`config.mk`:
```
export PLATFORM = sky130hd
export DESIGN_NAME = vga_frame_sync_core
export DESIGN_NICKNAME = d
export VERILOG_FILES = /design/src/rtl/vga_timing_pkg.sv /design/src/rtl/vga_hv_counter.sv /design/src/rtl/vga_frame_sync_core.sv
export SDC_FILE = /design/constraint.sdc
export NUM_CORES = 1
export LEC_CHECK = 0
export ABC_AREA = 0
export ABC_CLOCK_PERIOD_IN_PS = 5900
export BUFFER_PORTS_ARGS = -buffer_cell sky130_fd_sc_hd__buf_2
export CORE_ASPECT_RATIO = 0.9
export CORE_MARGIN = 4
export CORE_UTILIZATION = 49
export CTS_BUF_LIST = sky130_fd_sc_hd__clkbuf_8 sky130_fd_sc_hd__clkbuf_16
export DETAILED_ROUTE_END_ITERATION = 12
export GPL_ROUTABILITY_DRIVEN = 0
export GPL_TIMING_DRIVEN = 0
export PLACE_DENSITY = 0.86
export SLEW_MARGIN = 20
export SYNTH_ARGS = -nofsm -noshare
export SYNTH_HDL_FRONTEND = slang
export SYNTH_SLANG_ARGS = --single-unit
```
`constraint.sdc`:
```
create_clock -name clk -period 5.9 [get_ports clk]
set_input_delay 1.18 -clock clk [delete_from_list [all_inputs] [get_ports clk]]
set_output_delay 1.18 -clock clk [all_outputs]
set_load 0.05 [all_outputs]
```
`src/rtl/vga_timing_pkg.sv`:
```
// Shared VGA timing defaults, total-period helper, slot address map and sync bundle.
package vga_timing_pkg;

   localparam int unsigned CNT_W        = 11;
   localparam int unsigned DEF_CD       = 12;
   localparam int unsigned DEF_PIX_DIV  = 4;
   localparam int unsigned DEF_SYNC_DLY = 2;

   localparam int unsigned DEF_H_DISP = 640;
   localparam int unsigned DEF_H_FP   = 16;
   localparam int unsigned DEF_H_SYNC = 96;
   localparam int unsigned DEF_H_BP   = 48;
   localparam int unsigned DEF_V_DISP = 480;
   localparam int unsigned DEF_V_FP   = 10;
   localparam int unsigned DEF_V_SYNC = 2;
   localparam int unsigned DEF_V_BP   = 33;

   // Total period of one axis (pixels per line or lines per frame).
   function automatic int unsigned tot(input int unsigned disp, input int unsigned fp,
                                       input int unsigned sync, input int unsigned bp);
      return disp + fp + sync + bp;
   endfunction

   typedef enum logic [1:0] {
      CTRL = 2'd0,
      POS  = 2'd1,
      FCNT = 2'd2
   } slot_addr_e;

   typedef struct packed {
      logic hs_n;
      logic vs_n;
      logic von;
   } sync_t;

   localparam sync_t SYNC_IDLE = '{hs_n: 1'b1, vs_n: 1'b1, von: 1'b0};

endpackage

```
`src/rtl/vga_hv_counter.sv`:
```
// Pixel divider plus h/v raster counters; emits registered pix_tick and frame_start.
module vga_hv_counter
   import vga_timing_pkg::*;
#(
   parameter int unsigned PIX_DIV = DEF_PIX_DIV,
   parameter int unsigned H_TOT   = 800,
   parameter int unsigned V_TOT   = 525
) (
   input  logic             clk,
   input  logic             reset,
   output logic [CNT_W-1:0] h_o,
   output logic [CNT_W-1:0] v_o,
   output logic             pix_tick_o,
   output logic             frame_start_o
);

   localparam int unsigned DIV_W = (PIX_DIV > 1) ? $clog2(PIX_DIV) : 1;

   logic [DIV_W-1:0] div_q, div_d;
   logic [CNT_W-1:0] h_q, h_d, v_q, v_d;
   logic             tick_q, tick_d;
   logic             fs_q, fs_d;

   // Ticks and frame_start are registered from next-state so they line up with h/v.
   always_comb begin
      div_d = (div_q == DIV_W'(PIX_DIV - 1)) ? '0 : div_q + DIV_W'(1);
      h_d   = h_q;
      v_d   = v_q;
      if (tick_q) begin
         if (h_q == CNT_W'(H_TOT - 1)) begin
            h_d = '0;
            v_d = (v_q == CNT_W'(V_TOT - 1)) ? '0 : v_q + CNT_W'(1);
         end else begin
            h_d = h_q + CNT_W'(1);
         end
      end
      tick_d = (div_d == DIV_W'(PIX_DIV - 1));
      fs_d   = tick_d && (h_d == CNT_W'(H_TOT - 1)) && (v_d == CNT_W'(V_TOT - 1));
   end

   always_ff @(posedge clk or posedge reset) begin
      if (reset) begin
         div_q  <= '0;
         h_q    <= '0;
         v_q    <= '0;
         tick_q <= 1'b0;
         fs_q   <= 1'b0;
      end else begin
         div_q  <= div_d;
         h_q    <= h_d;
         v_q    <= v_d;
         tick_q <= tick_d;
         fs_q   <= fs_d;
      end
   end

   assign h_o           = h_q;
   assign v_o           = v_q;
   assign pix_tick_o    = tick_q;
   assign frame_start_o = fs_q;

endmodule

```
`src/rtl/vga_frame_sync_core.sv`:
```
// VGA tail stage: raster timing, delayed sync/blank, colour gate and slot registers.
// Optional frame counter at slot address 2 when VGA_SYNC_FRAME_CNT_EN is defined.
module vga_frame_sync_core
   import vga_timing_pkg::*;
#(
   parameter int unsigned CD       = DEF_CD,
   parameter int unsigned PIX_DIV  = DEF_PIX_DIV,
   parameter int unsigned SYNC_DLY = DEF_SYNC_DLY,
   parameter int unsigned H_DISP   = DEF_H_DISP,
   parameter int unsigned H_FP     = DEF_H_FP,
   parameter int unsigned H_SYNC   = DEF_H_SYNC,
   parameter int unsigned H_BP     = DEF_H_BP,
   parameter int unsigned V_DISP   = DEF_V_DISP,
   parameter int unsigned V_FP     = DEF_V_FP,
   parameter int unsigned V_SYNC   = DEF_V_SYNC,
   parameter int unsigned V_BP     = DEF_V_BP
) (
   input  logic             clk,
   input  logic             reset,
   input  logic             cs,
   input  logic             write,
   input  logic [13:0]      addr,
   input  logic [31:0]      wr_data,
   output logic [31:0]      rd_data,
   output logic [CNT_W-1:0] x,
   output logic [CNT_W-1:0] y,
   output logic             pix_tick,
   output logic             frame_start,
   input  logic [CD-1:0]    si_rgb,
   output logic             hsync,
   output logic             vsync,
   output logic [CD-1:0]    rgb
);

   localparam int unsigned H_TOT     = tot(H_DISP, H_FP, H_SYNC, H_BP);
   localparam int unsigned V_TOT     = tot(V_DISP, V_FP, V_SYNC, V_BP);
   localparam int unsigned H_SYNC_LO = H_DISP + H_FP;
   localparam int unsigned H_SYNC_HI = H_SYNC_LO + H_SYNC;
   localparam int unsigned V_SYNC_LO = V_DISP + V_FP;
   localparam int unsigned V_SYNC_HI = V_SYNC_LO + V_SYNC;

   vga_hv_counter #(
      .PIX_DIV (PIX_DIV),
      .H_TOT   (H_TOT),
      .V_TOT   (V_TOT)
   ) u_hv (
      .clk           (clk),
      .reset         (reset),
      .h_o           (x),
      .v_o           (y),
      .pix_tick_o    (pix_tick),
      .frame_start_o (frame_start)
   );

   sync_t      raw_c;
   sync_t      dly_q [SYNC_DLY];
   logic       von_dly;
   logic       wr_c;
   slot_addr_e slot_c;
   logic       ctrl_pend_q, ctrl_pend_d;
   logic       ctrl_q, ctrl_d;
   logic [CD-1:0] rgb_q, rgb_d;
   logic [31:0] fcnt_rd_c;
   logic        unused_bits;

   always_comb begin
      raw_c.hs_n = !((x >= CNT_W'(H_SYNC_LO)) && (x < CNT_W'(H_SYNC_HI)));
      raw_c.vs_n = !((y >= CNT_W'(V_SYNC_LO)) && (y < CNT_W'(V_SYNC_HI)));
      raw_c.von  = (x < CNT_W'(H_DISP)) && (y < CNT_W'(V_DISP));
   end

   // Sync/blank delay line matching the upstream pixel pipeline latency.
   always_ff @(posedge clk or posedge reset) begin
      if (reset) begin
         for (int unsigned i = 0; i < SYNC_DLY; i++) dly_q[i] <= SYNC_IDLE;
      end else begin
         dly_q[0] <= raw_c;
         for (int unsigned i = 1; i < SYNC_DLY; i++) dly_q[i] <= dly_q[i-1];
      end
   end

   assign hsync   = dly_q[SYNC_DLY-1].hs_n;
   assign vsync   = dly_q[SYNC_DLY-1].vs_n;
   assign von_dly = dly_q[SYNC_DLY-1].von;

   assign wr_c        = cs & write;
   assign slot_c      = slot_addr_e'(addr[1:0]);
   assign unused_bits = ^{addr[13:2], wr_data[31:1]};

   // Force-black is staged and only applied at a frame boundary to avoid tearing.
   always_comb begin
      ctrl_pend_d = ctrl_pend_q;
      if (wr_c && (slot_c == CTRL)) ctrl_pend_d = wr_data[0];
      ctrl_d = frame_start ? ctrl_pend_d : ctrl_q;
      rgb_d  = (von_dly && !ctrl_q) ? si_rgb : '0;
   end

   always_ff @(posedge clk or posedge reset) begin
      if (reset) begin
         ctrl_pend_q <= 1'b0;
         ctrl_q      <= 1'b0;
         rgb_q       <= '0;
      end else begin
         ctrl_pend_q <= ctrl_pend_d;
         ctrl_q      <= ctrl_d;
         rgb_q       <= rgb_d;
      end
   end

   assign rgb = rgb_q;

`ifdef VGA_SYNC_FRAME_CNT_EN
   logic [31:0] fcnt_q, fcnt_d;

   // Software clear takes priority over a same-cycle frame increment.
   always_comb begin
      fcnt_d = fcnt_q;
      if (wr_c && (slot_c == FCNT)) fcnt_d = '0;
      else if (frame_start)         fcnt_d = fcnt_q + 32'd1;
   end

   always_ff @(posedge clk or posedge reset) begin
      if (reset) fcnt_q <= '0;
      else       fcnt_q <= fcnt_d;
   end

   assign fcnt_rd_c = fcnt_q;
`else
   assign fcnt_rd_c = '0;
`endif

   always_comb begin
      rd_data = '0;
      case (slot_c)
         CTRL:    rd_data = {31'b0, ctrl_q};
         POS:     rd_data = {5'b0, y, 5'b0, x};
         FCNT:    rd_data = fcnt_rd_c;
         default: rd_data = '0;
      endcase
   end

endmodule

```
==> results.py, run 1 <==
metrics = {
    "floorplanning": {
        "rows": 24,
        "pin_count": 132,
        "start_util": 0.515,
        "die_area_sq_um": 6350,
        "fp.dieH_um": 76.0,
        "core_area_sq_um": 4890,
        "fp.dieW_um": 83.6,
    },
    "timing": {
        "final.period_utilization": 0.595,
        "tns_ns": 0,
        "period_needed_ns": 3.51,
        "rsz0062_at_grt": "no",
        "clock_skew_ns": 0.00721,
        "slew_violations": 0,
        "hold_violations": 0,
        "fmax_mhz": 285,
        "setup_violations": 0,
    },
    "global_route": {
        "grt-ovfl-total": 0,
        "antenna_found_initial": 0,
        "grt_pass1_wl_um": 10100,
        "grt_pass1_vias": 2085,
        "grt_util_all_layers": 0.194,
        "grt_max_degree": 32,
    },
    "worst_setup_path": {
        "crit_required_ns": 4.72,
        "crit_chain": "buf_2 > nor2b_1 > clkbuf_1 > and2_1 > buf_2",
        "cpMostUsedCell": "buf_2",
        "slowest_delay_ns": 0.36,
        "cpMaxStageDelayCell": "clkbuf_1",
        "cp_top_family": "buffers and inverters",
        "path_buf_inv": 3,
        "worstSetupEndpointType": "primary output",
        "crit_arrival_ns": 2.33,
        "crit_type": "input port to primary output",
        "start_kind": "input port",
        "crit_fanout": 10,
    },
    "layout": {
        "final_cell_mix": "buf_2 (83), dfrtp_1 (42), and2_1 (36)",
        "syn_to_final_growth_pct": 24.4,
        "fin_area_sq_um": 3130,
        "n_antenna_cell": 0,
        "drive_gt1_frac": 0.352,
        "fin_nets": 417,
        "fill_cells": 413,
        "finish.utilization": 0.640,
        "final_common_cell": "buf_2",
    },
    "pwr": {
        "p_per_area_nw_per_um2": 186,
        "total_power_uw": 582,
        "power_leakage_nw": 1.62,
        "ir_drop_mv": 0.100,
    },
    "clock_tree": {
        "post_cts_buffers": 0,
        "clock-sinks": 46,
        "post_cts_resized": 0,
        "cts_root_buffer": "clkbuf_8",
        "cts_hold_buf": 0,
        "cts_buffer_depth": 2,
        "cts_buffers": 5,
        "cts_tree": "yes",
        "cts.htree.levels": 2,
        "insertion_delay_ns": 0.31,
        "clkTransAtPathRegs_ns": 0.09,
    },
    "detailed_routing": {
        "firstDrtPassIters": 4,
        "avgViaCountPerCell": 5.06,
        "wl_um": 5930,
        "via_count": 2083,
        "final_antenna_net_count": 0,
        "route.detailed.drc": 0,
        "drtIter0Drc": 117,
        "post_drt_wl_per_cell_um": 14.4,
    },
    "synth": {
        "synth_top_area_cell": "dfrtp_1",
        "synthTopCellsByArea": "dfrtp_1 (42%), and2_1 (8.9%), ha_1 (4.5%), dfstp_2 (4.2%), buf_4 (3.9%)",
        "synth_ff_type": "dfrtp_1",
        "synthArstFlopShare": 1.00,
        "yosysTopAreaCellShare": 0.417,
        "synth_area_sq_um": 2520,
        "yosysUniqueCellTypes": 47,
        "synth_edf_count": 0,
        "ys_warn_count": 0,
        "synth_area_per_cell_sq_um": 10.0,
        "syn_inst": 251,
        "ys_seq_elements": 46,
        "yosysSeqAreaShare": 0.459,
    },
    "worst_hold_path": {
        "hold_path_class": "register to register",
    },
    "place": {
        "portBuffers": 78,
        "placed_cell_area_sq_um": 3040,
        "hpwl_um": 4540,
    },
    "status": {
        "status": "finished clean",
    },
    "run": {
        "maxCapViolCount": 0,
    },
}
[stage by stage]
stage                     worst slack [ns]  instances  hold slack (ns)
after detailed placement              2.36        404            0.337
after CTS                             2.36        412            0.358
after floorplan                       2.73        260            0.331
final                                 2.39        412            0.356
after global placement                2.38        403            0.334
after global routing                  2.27        412            0.361
[flip-flops by register name (all words and copies together), names as in the netlist]
register            count
ctrl_pend_q             1
u_hv.h_o               11
u_hv.frame_start_o      1
vsync                   1
dly_q                   3
rgb                    12
von_dly                 1
hsync                   1
u_hv.pix_tick_o         1
u_hv.v_o               11
ctrl_q                  1
u_hv.div_q              2
[power breakdown]
group          internal, mW  switching, mW
Combinational        0.0176         0.0467
Sequential            0.321        0.00131
Clock                0.0833          0.112
[kinds of logic after synthesis]
| logic type | after synthesis | synth area share |
|---|---|---|
| AND/OR/NAND/NOR | 122 | 0.291 |
| flip-flops | 46 | 0.459 |
| AO/OA/AOI/OAI | 20 | 0.0517 |
| XOR/XNOR | 15 | 0.0596 |
| buffers and inverters | 33 | 0.0710 |
| other | 1 | 0.00149 |
| adder cells (fa/ha/maj) | 9 | 0.0447 |
| multiplexers | 5 | 0.0214 |
[worst reg2reg max path, stage by stage (launching register included)]
cell,delay (ns)
dfrtp_1,0.57
ha_1,0.25
nand4_1,0.20
nor3_1,0.29
xor2_1,0.12
nor4b_1,0.43
o311ai_1,0.21
nor4b_2,0.25
[cells in the mapped netlist (4+ instances only)]
cell type  instances
dfstp_2            4
nor2_1            16
and3_1             7
nor3_1             6
nor2b_1            4
o21ai_0            8
dfrtp_1           42
buf_2              5
xor2_1             7
buf_4             13
and2_1            36
xnor2_1            7
clkbuf_1           5
nand2_1           19
nand4_1            7
ha_1               9
nand3_1            7
inv_1             10
[layer usage]
layer	vias up	part of all wire	track usage
li1	1012	-	-
met1	973	0.43	0.247
met2	89	0.47	0.319
met3	9	0.091	0.0627
met4	0	0.013	0.0531
met5	-	0	0
[cell type report]
type	instances	area, sq um	area share
multi-input combinational	181	1220	0.388
sequential	46	1160	0.369
timing repair buffer	79	410	0.131
buffer	23	141	0.0451
tap	65	81.3	0.0259
clock buffer	5	68.8	0.0220
inverter	10	37.5	0.0120
clock inverter	3	21.3	0.00679
[path summary, 6_finish.rpt]
path	start	endpoint	slack (ns)	cells after the start
setup / recovery	addr[0]	rd_data[10]	2.39	5
min in group asynchronous	reset	rgb[2]	0.83	2
hold reg to reg	dly_q[3]	von_dly	0.36	0
hold / removal	dly_q[3]	von_dly	0.36	0
max in group asynchronous	reset	dly_q[4]	4.54	3
setup reg to reg	u_hv.h_o[0]	u_hv.frame_start_o	3.49	7
Power figures use the tool's default switching activity.
==> run 2, diff against run 1 <==
--- a/config.mk
+++ b/config.mk
@@ -6,16 +6,16 @@
 export NUM_CORES = 1
 export LEC_CHECK = 0
 export ABC_AREA = 0
-export ABC_CLOCK_PERIOD_IN_PS = 5900
+export ABC_CLOCK_PERIOD_IN_PS = 2950
 export BUFFER_PORTS_ARGS = -buffer_cell sky130_fd_sc_hd__buf_2
 export CORE_ASPECT_RATIO = 0.9
 export CORE_MARGIN = 4
-export CORE_UTILIZATION = 49
+export CORE_UTILIZATION = 41
 export CTS_BUF_LIST = sky130_fd_sc_hd__clkbuf_8 sky130_fd_sc_hd__clkbuf_16
 export DETAILED_ROUTE_END_ITERATION = 12
 export GPL_ROUTABILITY_DRIVEN = 0
 export GPL_TIMING_DRIVEN = 0
-export PLACE_DENSITY = 0.86
+export PLACE_DENSITY = 0.77
 export SLEW_MARGIN = 20
 export SYNTH_ARGS = -nofsm -noshare
 export SYNTH_HDL_FRONTEND = slang
==> constraint.sdc (replaced) <==
create_clock -name clk -period 2.95 [get_ports clk]
set_input_delay 0.59 -clock clk [delete_from_list [all_inputs] [get_ports clk]]
set_output_delay 0.59 -clock clk [all_outputs]
set_load 0.05 [all_outputs]
==> run 2 against run 1 <==
Against the previous run: power is 99% higher; clock power grew 97%; worst hold slack got worse by 0.075 ns; final cell count grew 1.2%; clock skew increased by 0.00097 ns; wire length is 0.46% lower; global-route usage shrank 3.4 points; largest cell class unchanged.
==> results.py, run 2 (same netlist as run 1, synthesis figures left out) <==
metrics = {
    "status": {
        "status": "finished clean",
    },
    "pwr": {
        "total_power_mw": 1.16,
        "p_per_area_nw_per_um2": 369,
        "ir_drop_mv": 0.219,
        "power_leakage_nw": 1.62,
    },
    "place": {
        "portBuffers": 78,
        "placed_cells": 409,
        "hpwl_um": 4490,
        "dp_slack_ns": 0.573,
    },
    "floorplanning": {
        "fp.dieW_um": 90.6,
        "fp.dieH_um": 82.4,
        "pin_count": 132,
        "core_area_sq_um": 5820,
        "die_area_sq_um": 7460,
        "rows": 26,
        "start_util": 0.433,
    },
    "clock_tree": {
        "cts_buffer_depth": 2,
        "post_cts_resized": 0,
        "insertion_delay_ns": 0.29,
        "cts_root_buffer": "clkbuf_8",
        "cts_buffers": 5,
        "post_cts_buffers": 0,
        "cts.htree.levels": 2,
        "cts_tree": "yes",
        "cts_hold_buf": 0,
        "clkTransAtPathRegs_ns": 0.09,
        "clock-sinks": 46,
    },
    "timing": {
        "fmax_mhz": 422,
        "fin_ws_ns": 0.583,
        "tns_ns": 0,
        "hold_violations": 0,
        "clock_skew_ns": 0.00819,
        "final.period_utilization": 0.802,
        "slew_violations": 0,
        "setup_violations": 0,
        "period_needed_ns": 2.37,
        "rsz0062_at_grt": "no",
    },
    "layout": {
        "syn_to_final_growth_pct": 24.7,
        "largest_reg_flops": 12,
        "fin_nets": 417,
        "fill_cells": 521,
        "layout.cells.non_filler": 417,
        "n_antenna_cell": 0,
        "final_cell_mix": "buf_2 (83), dfrtp_1 (42), and2_1 (36)",
        "final_common_cell": "buf_2",
        "drive_gt1_frac": 0.352,
    },
    "global_route": {
        "antenna_found_initial": 0,
        "grt-ovfl-total": 0,
        "grt_pass1_wl_um": 9580,
        "grt_max_degree": 30,
        "grt_pass1_vias": 2035,
        "grt_util_all_layers": 0.161,
    },
    "detailed_routing": {
        "post_drt_wl_per_cell_um": 14.2,
        "route.detailed.drc": 0,
        "avgViaCountPerCell": 5.03,
        "firstDrtPassIters": 4,
        "via_count": 2098,
        "wl_um": 5910,
        "final_antenna_net_count": 0,
        "drtIter0Drc": 184,
    },
    "worst_setup_path": {
        "start_kind": "input port",
        "crit_required_ns": 2.36,
        "crit_arrival_ns": 1.78,
        "worstSetupEndpointType": "primary output",
        "crit_fanout": 10,
        "crit_type": "input port to primary output",
    },
    "run": {
        "maxCapViolCount": 0,
    },
    "worst_hold_path": {
        "hold_path_class": "input port to async pin",
    },
}
## run 2: cell counts in the layout (fill, tap and decap cells not counted)
No cell type changed its count.
## run 2: power by group
| part | switching, mW | total, mW | internal (mW) |
|---|---|---|---|
| sequential | 0.00194 | 0.643 | 0.641 |
| clock | 0.219 | 0.386 | 0.167 |
| combinational | 0.0934 | 0.129 | 0.0351 |
| total | 0.315 | 1.16 | 0.843 |
## run 2: per-layer routing
metal | wire [um] | vias up | global-route usage | part of all wire
met3 | 512 | 4 | 0.0507 | 0.087
met2 | 2800 | 95 | 0.289 | 0.47
met4 | 34 | 0 | 0.0428 | 0.0058
met1 | 2550 | 983 | 0.188 | 0.43
li1 | - | 1016 | - | -
met5 | 0 | - | 0 | 0
## run 2: final timing paths
path / slack, ns / cells after the start / startpoint / endpoint
max: 0.58 / 5 / addr[0] / rd_data[10]
min: 0.28 / 2 / reset / rgb[11]
min reg2reg: 0.36 / 0 / dly_q[5] / hsync
min in group clk: 0.36 / 0 / dly_q[5] / hsync
max reg2reg: 0.63 / 7 / u_hv.h_o[0] / u_hv.frame_start_o
max in group asynchronous: 2.12 / 3 / reset / hsync
## run 2: final cells by class
type	instances	area (sq um)	area share
clock buffers	5	68.8	0.0219
well taps	70	87.6	0.0279
repair buffers	79	410	0.131
plain buffers	23	141	0.0450
clock inverters	3	21.3	0.00677
multi-input cells	181	1220	0.388
inverters	10	37.5	0.0120
flip-flops and latches	46	1160	0.368
## run 2: worst max-delay path, stage by stage
cell      delay [ns]
buf_2           0.11
nor2b_1         0.21
clkbuf_1        0.40
and2_1          0.20
buf_2           0.26
## run 2: metrics by stage
step / utilization / hold slack [ns] / cell area (sq um)
floorplan: - / 0.331 / 2550
global placement: 0.520 / 0.332 / 3030
finish: 0.539 / 0.281 / 3140
CTS: 0.539 / 0.283 / 3140
global route: 0.539 / 0.291 / 3140
detailed placement: 0.524 / 0.347 / 3050
